--- config.mk ---
export PLATFORM = sky130hd
export DESIGN_NAME = relay_fifo_link
export DESIGN_NICKNAME = d
export VERILOG_FILES = /design/src/rtl/relay_fifo_link.sv
export SDC_FILE = /design/constraint.sdc
export NUM_CORES = 1
export LEC_CHECK = 0
export CORE_MARGIN = 2
export CORE_UTILIZATION = 50
export CTS_CLUSTER_DIAMETER = 150
export CTS_CLUSTER_SIZE = 20
export DETAILED_ROUTE_END_ITERATION = 10
export PLACE_DENSITY = 0.8
export SYNTH_ARGS = -nofsm -noshare
export SYNTH_HDL_FRONTEND = slang
export SYNTH_SLANG_ARGS = --single-unit
--- constraint.sdc ---
create_clock -name clk -period 4.4 [get_ports clk]
set_input_delay 1.32 -clock clk [delete_from_list [all_inputs] [get_ports clk]]
set_output_delay 1.32 -clock clk [all_outputs]
set_load 0.02 [all_outputs]
--- src/rtl/relay_fifo_link.sv ---
// Relay line link: deserialises peer frames into a FWFT FIFO and frames gated relay_raw samples onto relay_out.
// Latency: stop-bit sample to rx_valid 1 cycle; word completion to start bit 1 cycle.
// Backpressure: rx_ready pops the FIFO; full FIFO drops symbols (rx_overflow), busy TX drops words (tx_overrun).
module relay_fifo_link #(
    parameter int SYM_BITS   = 4,
    parameter int DEPTH      = 8,
    parameter int BIT_DIV    = 8,
    parameter int SAMPLE_DIV = 16
) (
    input  logic                   clk,
    input  logic                   reset,
    input  logic [2:0]             hi_simulate_mod_type,
    input  logic [2:0]             mod_type,
    input  logic                   relay_in,
    output logic [SYM_BITS-1:0]    rx_sym,
    output logic                   rx_valid,
    input  logic                   rx_ready,
    output logic [$clog2(DEPTH):0] fifo_level,
    input  logic                   relay_raw,
    output logic                   relay_out,
    output logic                   mod_switched,
    output logic                   rx_overflow,
    output logic                   rx_frame_err,
    output logic                   tx_overrun
);
    localparam int AW  = $clog2(DEPTH);
    localparam int LW  = AW + 1;
    localparam int BCW = $clog2(BIT_DIV);
    localparam int SCW = $clog2(SAMPLE_DIV);
    localparam int NW  = $clog2(SYM_BITS + 1);
    localparam logic [BCW-1:0] BIT_LAST  = BCW'(BIT_DIV - 1);
    localparam logic [BCW-1:0] HALF_LAST = BCW'(BIT_DIV / 2 - 1);

    typedef enum logic [1:0] {RX_IDLE, RX_START, RX_DATA, RX_STOP} rx_state_t;
    typedef enum logic [1:0] {TX_IDLE, TX_START, TX_DATA, TX_STOP} tx_state_t;

    logic [2:0] prev_mod;
    logic       inv, inv_flip, flush, fake_reader, l_in;

    assign fake_reader = hi_simulate_mod_type == 3'b101;

    always_ff @(posedge clk) begin
        if (reset) begin
            prev_mod     <= '0;
            mod_switched <= 1'b0;
            inv          <= 1'b0;
            inv_flip     <= 1'b0;
        end else begin
            prev_mod     <= mod_type;
            mod_switched <= (prev_mod == 3'b100 && mod_type == 3'b011) ||
                            (prev_mod == 3'b010 && mod_type == 3'b001);
            inv          <= fake_reader;
            inv_flip     <= fake_reader != inv;
        end
    end

    // A polarity change flushes alongside a mode switch so stale line state is never decoded.
    assign flush = mod_switched | inv_flip;
    assign l_in  = relay_in ^ inv;

    rx_state_t           rx_state, rx_state_nxt;
    logic [BCW-1:0]      rx_cnt, rx_cnt_nxt;
    logic [NW-1:0]       rx_bits, rx_bits_nxt;
    logic [SYM_BITS-1:0] rx_shift, rx_shift_nxt;
    logic [SYM_BITS:0]   rx_ext;
    logic                push, frame_bad;

    assign rx_ext = {rx_shift, l_in};

    always_comb begin
        rx_state_nxt = rx_state;
        rx_cnt_nxt   = rx_cnt + 1'b1;
        rx_bits_nxt  = rx_bits;
        rx_shift_nxt = rx_shift;
        push         = 1'b0;
        frame_bad    = 1'b0;
        case (rx_state)
            RX_IDLE: begin
                rx_cnt_nxt  = '0;
                rx_bits_nxt = '0;
                if (l_in) rx_state_nxt = RX_START;
            end
            RX_START: if (rx_cnt == HALF_LAST) begin
                rx_cnt_nxt   = '0;
                rx_state_nxt = l_in ? RX_DATA : RX_IDLE;
            end
            RX_DATA: if (rx_cnt == BIT_LAST) begin
                rx_cnt_nxt   = '0;
                rx_shift_nxt = rx_ext[SYM_BITS-1:0];
                rx_bits_nxt  = rx_bits + 1'b1;
                if (rx_bits == NW'(SYM_BITS - 1)) rx_state_nxt = RX_STOP;
            end
            RX_STOP: if (rx_cnt == BIT_LAST) begin
                rx_cnt_nxt   = '0;
                rx_state_nxt = RX_IDLE;
                push         = !l_in;
                frame_bad    = l_in;
            end
            default: rx_state_nxt = RX_IDLE;
        endcase
    end

    always_ff @(posedge clk) begin
        if (reset || flush) begin
            rx_state <= RX_IDLE;
            rx_cnt   <= '0;
            rx_bits  <= '0;
            rx_shift <= '0;
        end else begin
            rx_state <= rx_state_nxt;
            rx_cnt   <= rx_cnt_nxt;
            rx_bits  <= rx_bits_nxt;
            rx_shift <= rx_shift_nxt;
        end
    end

    logic [SYM_BITS-1:0] mem [DEPTH];
    logic [AW-1:0]       wr_ptr, rd_ptr, rd_nxt;
    logic [LW-1:0]       level_nxt;
    logic [SYM_BITS-1:0] head_nxt;
    logic                full, pop, push_ok;

    assign full      = fifo_level == LW'(DEPTH);
    assign rx_valid  = fifo_level != '0;
    assign pop       = rx_valid && rx_ready && !flush;
    assign push_ok   = push && !flush && (!full || pop);
    assign rd_nxt    = rd_ptr + AW'(pop);
    assign level_nxt = fifo_level + LW'(push_ok) - LW'(pop);
    // rx_sym is a registered head; when the FIFO drains to zero before this push the new symbol is the head.
    assign head_nxt  = (fifo_level == LW'(pop)) ? rx_shift : mem[rd_nxt];

    always_ff @(posedge clk) begin
        if (push_ok) mem[wr_ptr] <= rx_shift;
    end

    always_ff @(posedge clk) begin
        if (reset) begin
            wr_ptr     <= '0;
            rd_ptr     <= '0;
            fifo_level <= '0;
            rx_sym     <= '0;
        end else if (flush) begin
            wr_ptr     <= '0;
            rd_ptr     <= '0;
            fifo_level <= '0;
        end else begin
            if (push_ok) wr_ptr <= wr_ptr + 1'b1;
            rd_ptr     <= rd_nxt;
            fifo_level <= level_nxt;
            if (level_nxt != '0) rx_sym <= head_nxt;
        end
    end

    logic [SCW-1:0]      s_cnt;
    logic [NW-1:0]       a_cnt;
    logic [SYM_BITS-1:0] asm_q, word;
    logic [SYM_BITS:0]   asm_ext;
    logic                g, tick, word_done, tx_busy, load;

    assign g         = relay_raw && mod_type != 3'b010 && mod_type != 3'b100;
    assign tick      = s_cnt == SCW'(SAMPLE_DIV - 1);
    assign asm_ext   = {asm_q, g};
    assign word      = asm_ext[SYM_BITS-1:0];
    assign word_done = tick && a_cnt == NW'(SYM_BITS - 1);
    assign load      = word_done && !tx_busy;

    always_ff @(posedge clk) begin
        if (reset || flush) begin
            s_cnt <= '0;
            a_cnt <= '0;
            asm_q <= '0;
        end else begin
            s_cnt <= tick ? '0 : s_cnt + 1'b1;
            if (tick) begin
                asm_q <= word;
                a_cnt <= word_done ? '0 : a_cnt + 1'b1;
            end
        end
    end

    always_ff @(posedge clk) begin
        if (reset) begin
            rx_overflow  <= 1'b0;
            rx_frame_err <= 1'b0;
            tx_overrun   <= 1'b0;
        end else begin
            if (push && !flush && full && !pop) rx_overflow <= 1'b1;
            if (frame_bad && !flush) rx_frame_err <= 1'b1;
            if (word_done && tx_busy && !flush) tx_overrun <= 1'b1;
        end
    end

    tx_state_t           tx_state, tx_state_nxt;
    logic [BCW-1:0]      tx_cnt, tx_cnt_nxt;
    logic [NW-1:0]       tx_bits, tx_bits_nxt;
    logic [SYM_BITS-1:0] tx_shift, tx_shift_nxt;
    logic [SYM_BITS:0]   tx_ext;
    logic                tx_line, tx_line_nxt;

    assign tx_ext  = {tx_shift, 1'b0};
    assign tx_busy = tx_state != TX_IDLE;

    always_comb begin
        tx_state_nxt = tx_state;
        tx_cnt_nxt   = tx_cnt + 1'b1;
        tx_bits_nxt  = tx_bits;
        tx_shift_nxt = tx_shift;
        tx_line_nxt  = tx_line;
        case (tx_state)
            TX_IDLE: begin
                tx_cnt_nxt  = '0;
                tx_bits_nxt = '0;
                if (load) begin
                    tx_state_nxt = TX_START;
                    tx_shift_nxt = word;
                    tx_line_nxt  = 1'b1;
                end
            end
            TX_START: if (tx_cnt == BIT_LAST) begin
                tx_cnt_nxt   = '0;
                tx_state_nxt = TX_DATA;
                tx_line_nxt  = tx_shift[SYM_BITS-1];
                tx_shift_nxt = tx_ext[SYM_BITS-1:0];
                tx_bits_nxt  = NW'(1);
            end
            TX_DATA: if (tx_cnt == BIT_LAST) begin
                tx_cnt_nxt = '0;
                if (tx_bits == NW'(SYM_BITS)) begin
                    tx_state_nxt = TX_STOP;
                    tx_line_nxt  = 1'b0;
                end else begin
                    tx_line_nxt  = tx_shift[SYM_BITS-1];
                    tx_shift_nxt = tx_ext[SYM_BITS-1:0];
                    tx_bits_nxt  = tx_bits + 1'b1;
                end
            end
            TX_STOP: if (tx_cnt == BIT_LAST) begin
                tx_cnt_nxt   = '0;
                tx_state_nxt = TX_IDLE;
            end
            default: tx_state_nxt = TX_IDLE;
        endcase
    end

    always_ff @(posedge clk) begin
        if (reset || flush) begin
            tx_state <= TX_IDLE;
            tx_cnt   <= '0;
            tx_bits  <= '0;
            tx_shift <= '0;
            tx_line  <= 1'b0;
        end else begin
            tx_state <= tx_state_nxt;
            tx_cnt   <= tx_cnt_nxt;
            tx_bits  <= tx_bits_nxt;
            tx_shift <= tx_shift_nxt;
            tx_line  <= tx_line_nxt;
        end
    end

    assign relay_out = tx_line ^ inv;
endmodule
==> results <==
- The overall track demand over capacity in global routing is 0.186.
- Setup repair after global routing left no endpoint under its margin.
- The critical path in this run is classified as in2reg.
- The per-cell routed wire length is 14.2 um.
- Clock skew on the completed layout was measured at 0.0104 ns.
- After the flow finishes, the layout carries non-filler instances totaling 515.
- The fraction of the cycle the final worst path needs is 0.917.
- The routed wire length is 7.30 mm.
- Measured along the x axis, the die boundary spans 93.4 um.
- Including well taps, the total number of placed cells is 499.
- The initial antenna violation count came to 0.
- STA puts the critical path data arrival time at 4.30 ns.
- Headroom to the max-slew limit came out at 0.437.
- The via count of the routed design is 2790.
- The netlist uses 50 different library cells.
- From bottom edge to top edge, the die measures 93.4 um.
- Across the run, the number of max-cap violations was 0.
- The area of the core region is 7730 sq um.
- The pin count of the biggest net entering global routing is 23.
- In the final layout, the share of cells above drive strength 1 is 0.0678.
- The min-delay analysis places its worst path in the category reg2reg.
- The setup TNS is 0 ns.
- 25 I/O pins were placed.
- Cell internal power was estimated by the tool at 1.43 mW.
- The initial standard-cell utilization of the core is 0.517.
- The count of standard-cell rows is 32.
- The number of global-route vias before repair is 2766.
- A synthesized cell averages 10.5 sq um.
- The cell area reported after detailed placement is 4350 sq um.
- Post-CTS timing repair inserted 0 buffers for setup.
- The fraction of synthesis flops using an asynchronous set or reset pin is 0.
- The synthesized design contains 32 enable-type register cells.
- Clock-pin slew was measured on the worst setup and hold paths at 0.09 ns.
- The CTS sink count is 90.
- At the end of the flow, the number of nets in the layout was 444.
- The final worst hold slack is 0.400 ns.
- The first TritonRoute pass finished after 7 iterations.
- The maximum fanout count along the critical path is 8.
- The smallest clock period supported by the final layout is computed as 4.04 ns.
- The die covers 8720 sq um.
- The synthesized instance count is 381.
- After detailed routing, the number of remaining DRC violations is 0.
- For this run, the number of Yosys warnings is 0.
- The number of clock buffers inserted by TritonCTS is 9.
- The maximum clock frequency is 248 MHz.
- For the pin with the worst max-slew slack, the measured transition is 0.844 ns.
- Setup violations remaining at the end of the flow were counted as 0.
- The quantity of hold-fixing buffers added after cts is 0.
- The number of cells upsized or downsized after cts is 0.
- Counting flops and latches in the post-synthesis netlist gives 90.
- Summing every instance area after synthesis gives 3990 sq um.
- The flow ran to the end, and the final reports show no timing, DRC or antenna violations.
- The repair_antennas step left the layout with diodes totalling 0.
- For this design the static power due to leakage is 1.65 nW.
- The remaining antenna violation count is 0.
- After routing the design area is 4540 sq um.
- The layout has 628 filler cells.
- The required time of the critical path is 4.67 ns.
- The clock share of power is 0.263.
- The count of buffers added on input and output ports is 24.
- The hold violation count in the final report was 0.
- Global routing finished with a remaining overflow of 0.
- VDD sags by at most 0.178 mV.
- After layout, the design draws a total of 2.06 mW.
- The share of the yosys chip area belonging to registers is 0.531.
- The relative contribution of sequential cells to total power is 0.449.
- At the end of routability-driven placement, the weighted congestion stood at 0.824.
- The later pin in the worst-skew pair is clocked with a latency of 0.35 ns.
- The violation count after the first detailed-routing iteration is 151.
- Among all flip-flop cells after synthesis, the most frequent one is sky130_fd_sc_hd__dfxtp_1.
- The number of max-slew violations in the final report came to 0.
- In this run the deepest clock path goes through 2 buffers.
- The net switching power is 638 uW.
- The global-route wire length before repair is 12.6 mm.
- The number of H-tree levels is 3.
- The type of element launching the critical path is a primary input.
- In this run the power density over the cells is 455 nW/um^2.
- The number of nets in the synthesized netlist is 417.
- The element type at the critical path end is a flop.
- The switching power share of the total is 0.309.
- After detailed routing, the number of vias per cell comes to 5.42.
- In this run the clock root is driven by a sky130_fd_sc_hd__clkbuf_8.
- The synthesis-to-finish area growth is 13.7%.
- Detailed placement ended at an HPWL of 5.28 mm.
- The TritonCTS clock tree is built.
- The share of total power dissipated in combinational logic is 0.288.
## synth_stat cells, drive strengths merged, types with 2 or more instances
master	n	area [sq um]
and2	8	50.1
or3	2	17.5
ha	24	300
a211oi	3	22.5
nor4	3	18.8
a21oi	25	125
nor2b	8	50.1
nand3	16	80.1
a22oi	11	82.6
inv	12	45.0
mux2i	23	230
clkbuf	11	42.5
nor2	53	199
and3	3	23.8
a311oi	6	70.1
buf	2	10.0
edfxtp	32	961
a21o	4	30.0
nand2b	3	18.8
dfxtp	58	1160
xnor2	3	26.3
nand2	28	108
xor2	6	52.6
o21ai	8	40.0
nor3	10	55.1
## power groups by stage
| stage | registers [mW] | logic (mW) | clock network [mW] |
|---|---|---|---|
| 6_report | 0.926 | 0.595 | 0.543 |
| 2_1_floorplan | 0.970 | 0.398 | 0 |
| 3_5_place_dp | 0.946 | 0.594 | 0 |
| 4_1_cts | 0.926 | 0.596 | 0.558 |
| 3_3_place_gp | 0.943 | 0.575 | 0 |
| 5_1_grt | 0.932 | 0.657 | 0.590 |
## sequential cells by signal, indices dropped and copies added (netlist names), 2 cells and up, named ones only
name / count
rx_shift: 4
rx_bits: 3
prev_mod: 3
rx_sym: 4
rd_ptr: 3
tx_cnt: 3
s_cnt: 4
tx_state: 2
wr_ptr: 3
a_cnt: 3
tx_shift: 4
mem: 32
fifo_level: 4
asm_q: 3
tx_bits: 3
rx_cnt: 3
## kinds of logic after synthesis
kind of cell | share of synthesized area
AO/OA/AOI/OAI | 0.114
buffers and inverters | 0.0244
flip-flops | 0.531
XOR/XNOR | 0.0197
adder cells (fa/ha/maj) | 0.0802
multiplexers | 0.0577
AND/OR/NAND/NOR | 0.173
## area by class of cell
| type | instances | area [sq um] | share of cell area |
|---|---|---|---|
| well taps | 102 | 128 | 0.0281 |
| clock buffers | 9 | 124 | 0.0273 |
| clock inverters | 7 | 70.1 | 0.0154 |
| multi-input cells | 266 | 1770 | 0.391 |
| flip-flops and latches | 90 | 2120 | 0.467 |
| inverters | 12 | 45.0 | 0.00992 |
| repair buffers | 29 | 278 | 0.0612 |
## path summary, 6_finish.rpt
| kind | end | slack [ns] | depth (start not counted) | startpoint |
|---|---|---|---|---|
| max | rx_sym[3]$_SDFFE_PP0P_ | 0.36 | 12 | relay_in |
| max reg2reg | rx_sym[3]$_SDFFE_PP0P_ | 1.01 | 13 | rx_cnt[0]$_SDFF_PP0_ |
| min | mod_switched$_SDFF_PP0_ | 0.40 | 1 | prev_mod[0]$_SDFF_PP0_ |
| min reg2reg | mod_switched$_SDFF_PP0_ | 0.40 | 1 | prev_mod[0]$_SDFF_PP0_ |
## stage by stage
step | setup slack, ns | utilization
2_1_floorplan | 0.570 | -
3_3_place_gp | 0.0802 | 0.562
3_5_place_dp | 0.00974 | 0.562
4_1_cts | 0.385 | 0.587
5_1_grt | 0.172 | 0.587
6_report | 0.365 | 0.587
## worst max-delay path: stages
cell	delay, ns
sky130_fd_sc_hd__clkdlybuf4s50_1	0.44
sky130_fd_sc_hd__xor2_1	0.18
sky130_fd_sc_hd__or4_1	0.51
sky130_fd_sc_hd__nand2_1	0.10
sky130_fd_sc_hd__o21ai_0	0.09
sky130_fd_sc_hd__ha_1	0.22
sky130_fd_sc_hd__fa_1	0.38
sky130_fd_sc_hd__xor2_1	0.19
sky130_fd_sc_hd__nor3_1	0.10
sky130_fd_sc_hd__a311oi_4	0.44
sky130_fd_sc_hd__nor2_1	0.08
sky130_fd_sc_hd__a311oi_1	0.25
## routing by layer
layer	track usage	vias to the layer above	share of wire
met5	0	-	0
met4	0.0613	0	0.013
met3	0.0451	9	0.030
met2	0.309	43	0.48
met1	0.239	1319	0.47
li1	-	1419	-
## cells in the final DEF (no fill, tap or decap), types with 5 or more instances in the layout
cell | synthesis | layout
sky130_fd_sc_hd__a21oi_1 | 25 | 25
sky130_fd_sc_hd__a22oi_1 | 11 | 11
sky130_fd_sc_hd__a311oi_1 | 5 | 5
sky130_fd_sc_hd__and2_1 | 8 | 8
sky130_fd_sc_hd__buf_4 | 0 | 5
sky130_fd_sc_hd__clkbuf_8 | 0 | 9
sky130_fd_sc_hd__clkdlybuf4s50_1 | 0 | 24
sky130_fd_sc_hd__dfxtp_1 | 58 | 58
sky130_fd_sc_hd__edfxtp_1 | 32 | 32
sky130_fd_sc_hd__ha_1 | 24 | 24
sky130_fd_sc_hd__inv_1 | 12 | 12
sky130_fd_sc_hd__mux2i_1 | 23 | 23
sky130_fd_sc_hd__nand2_1 | 27 | 27
sky130_fd_sc_hd__nand3_1 | 16 | 16
sky130_fd_sc_hd__nor2_1 | 53 | 53
sky130_fd_sc_hd__nor2b_1 | 8 | 8
sky130_fd_sc_hd__nor3_1 | 9 | 9
sky130_fd_sc_hd__o21ai_0 | 8 | 8
sky130_fd_sc_hd__xor2_1 | 6 | 6
(Power assumes the default switching activity.)
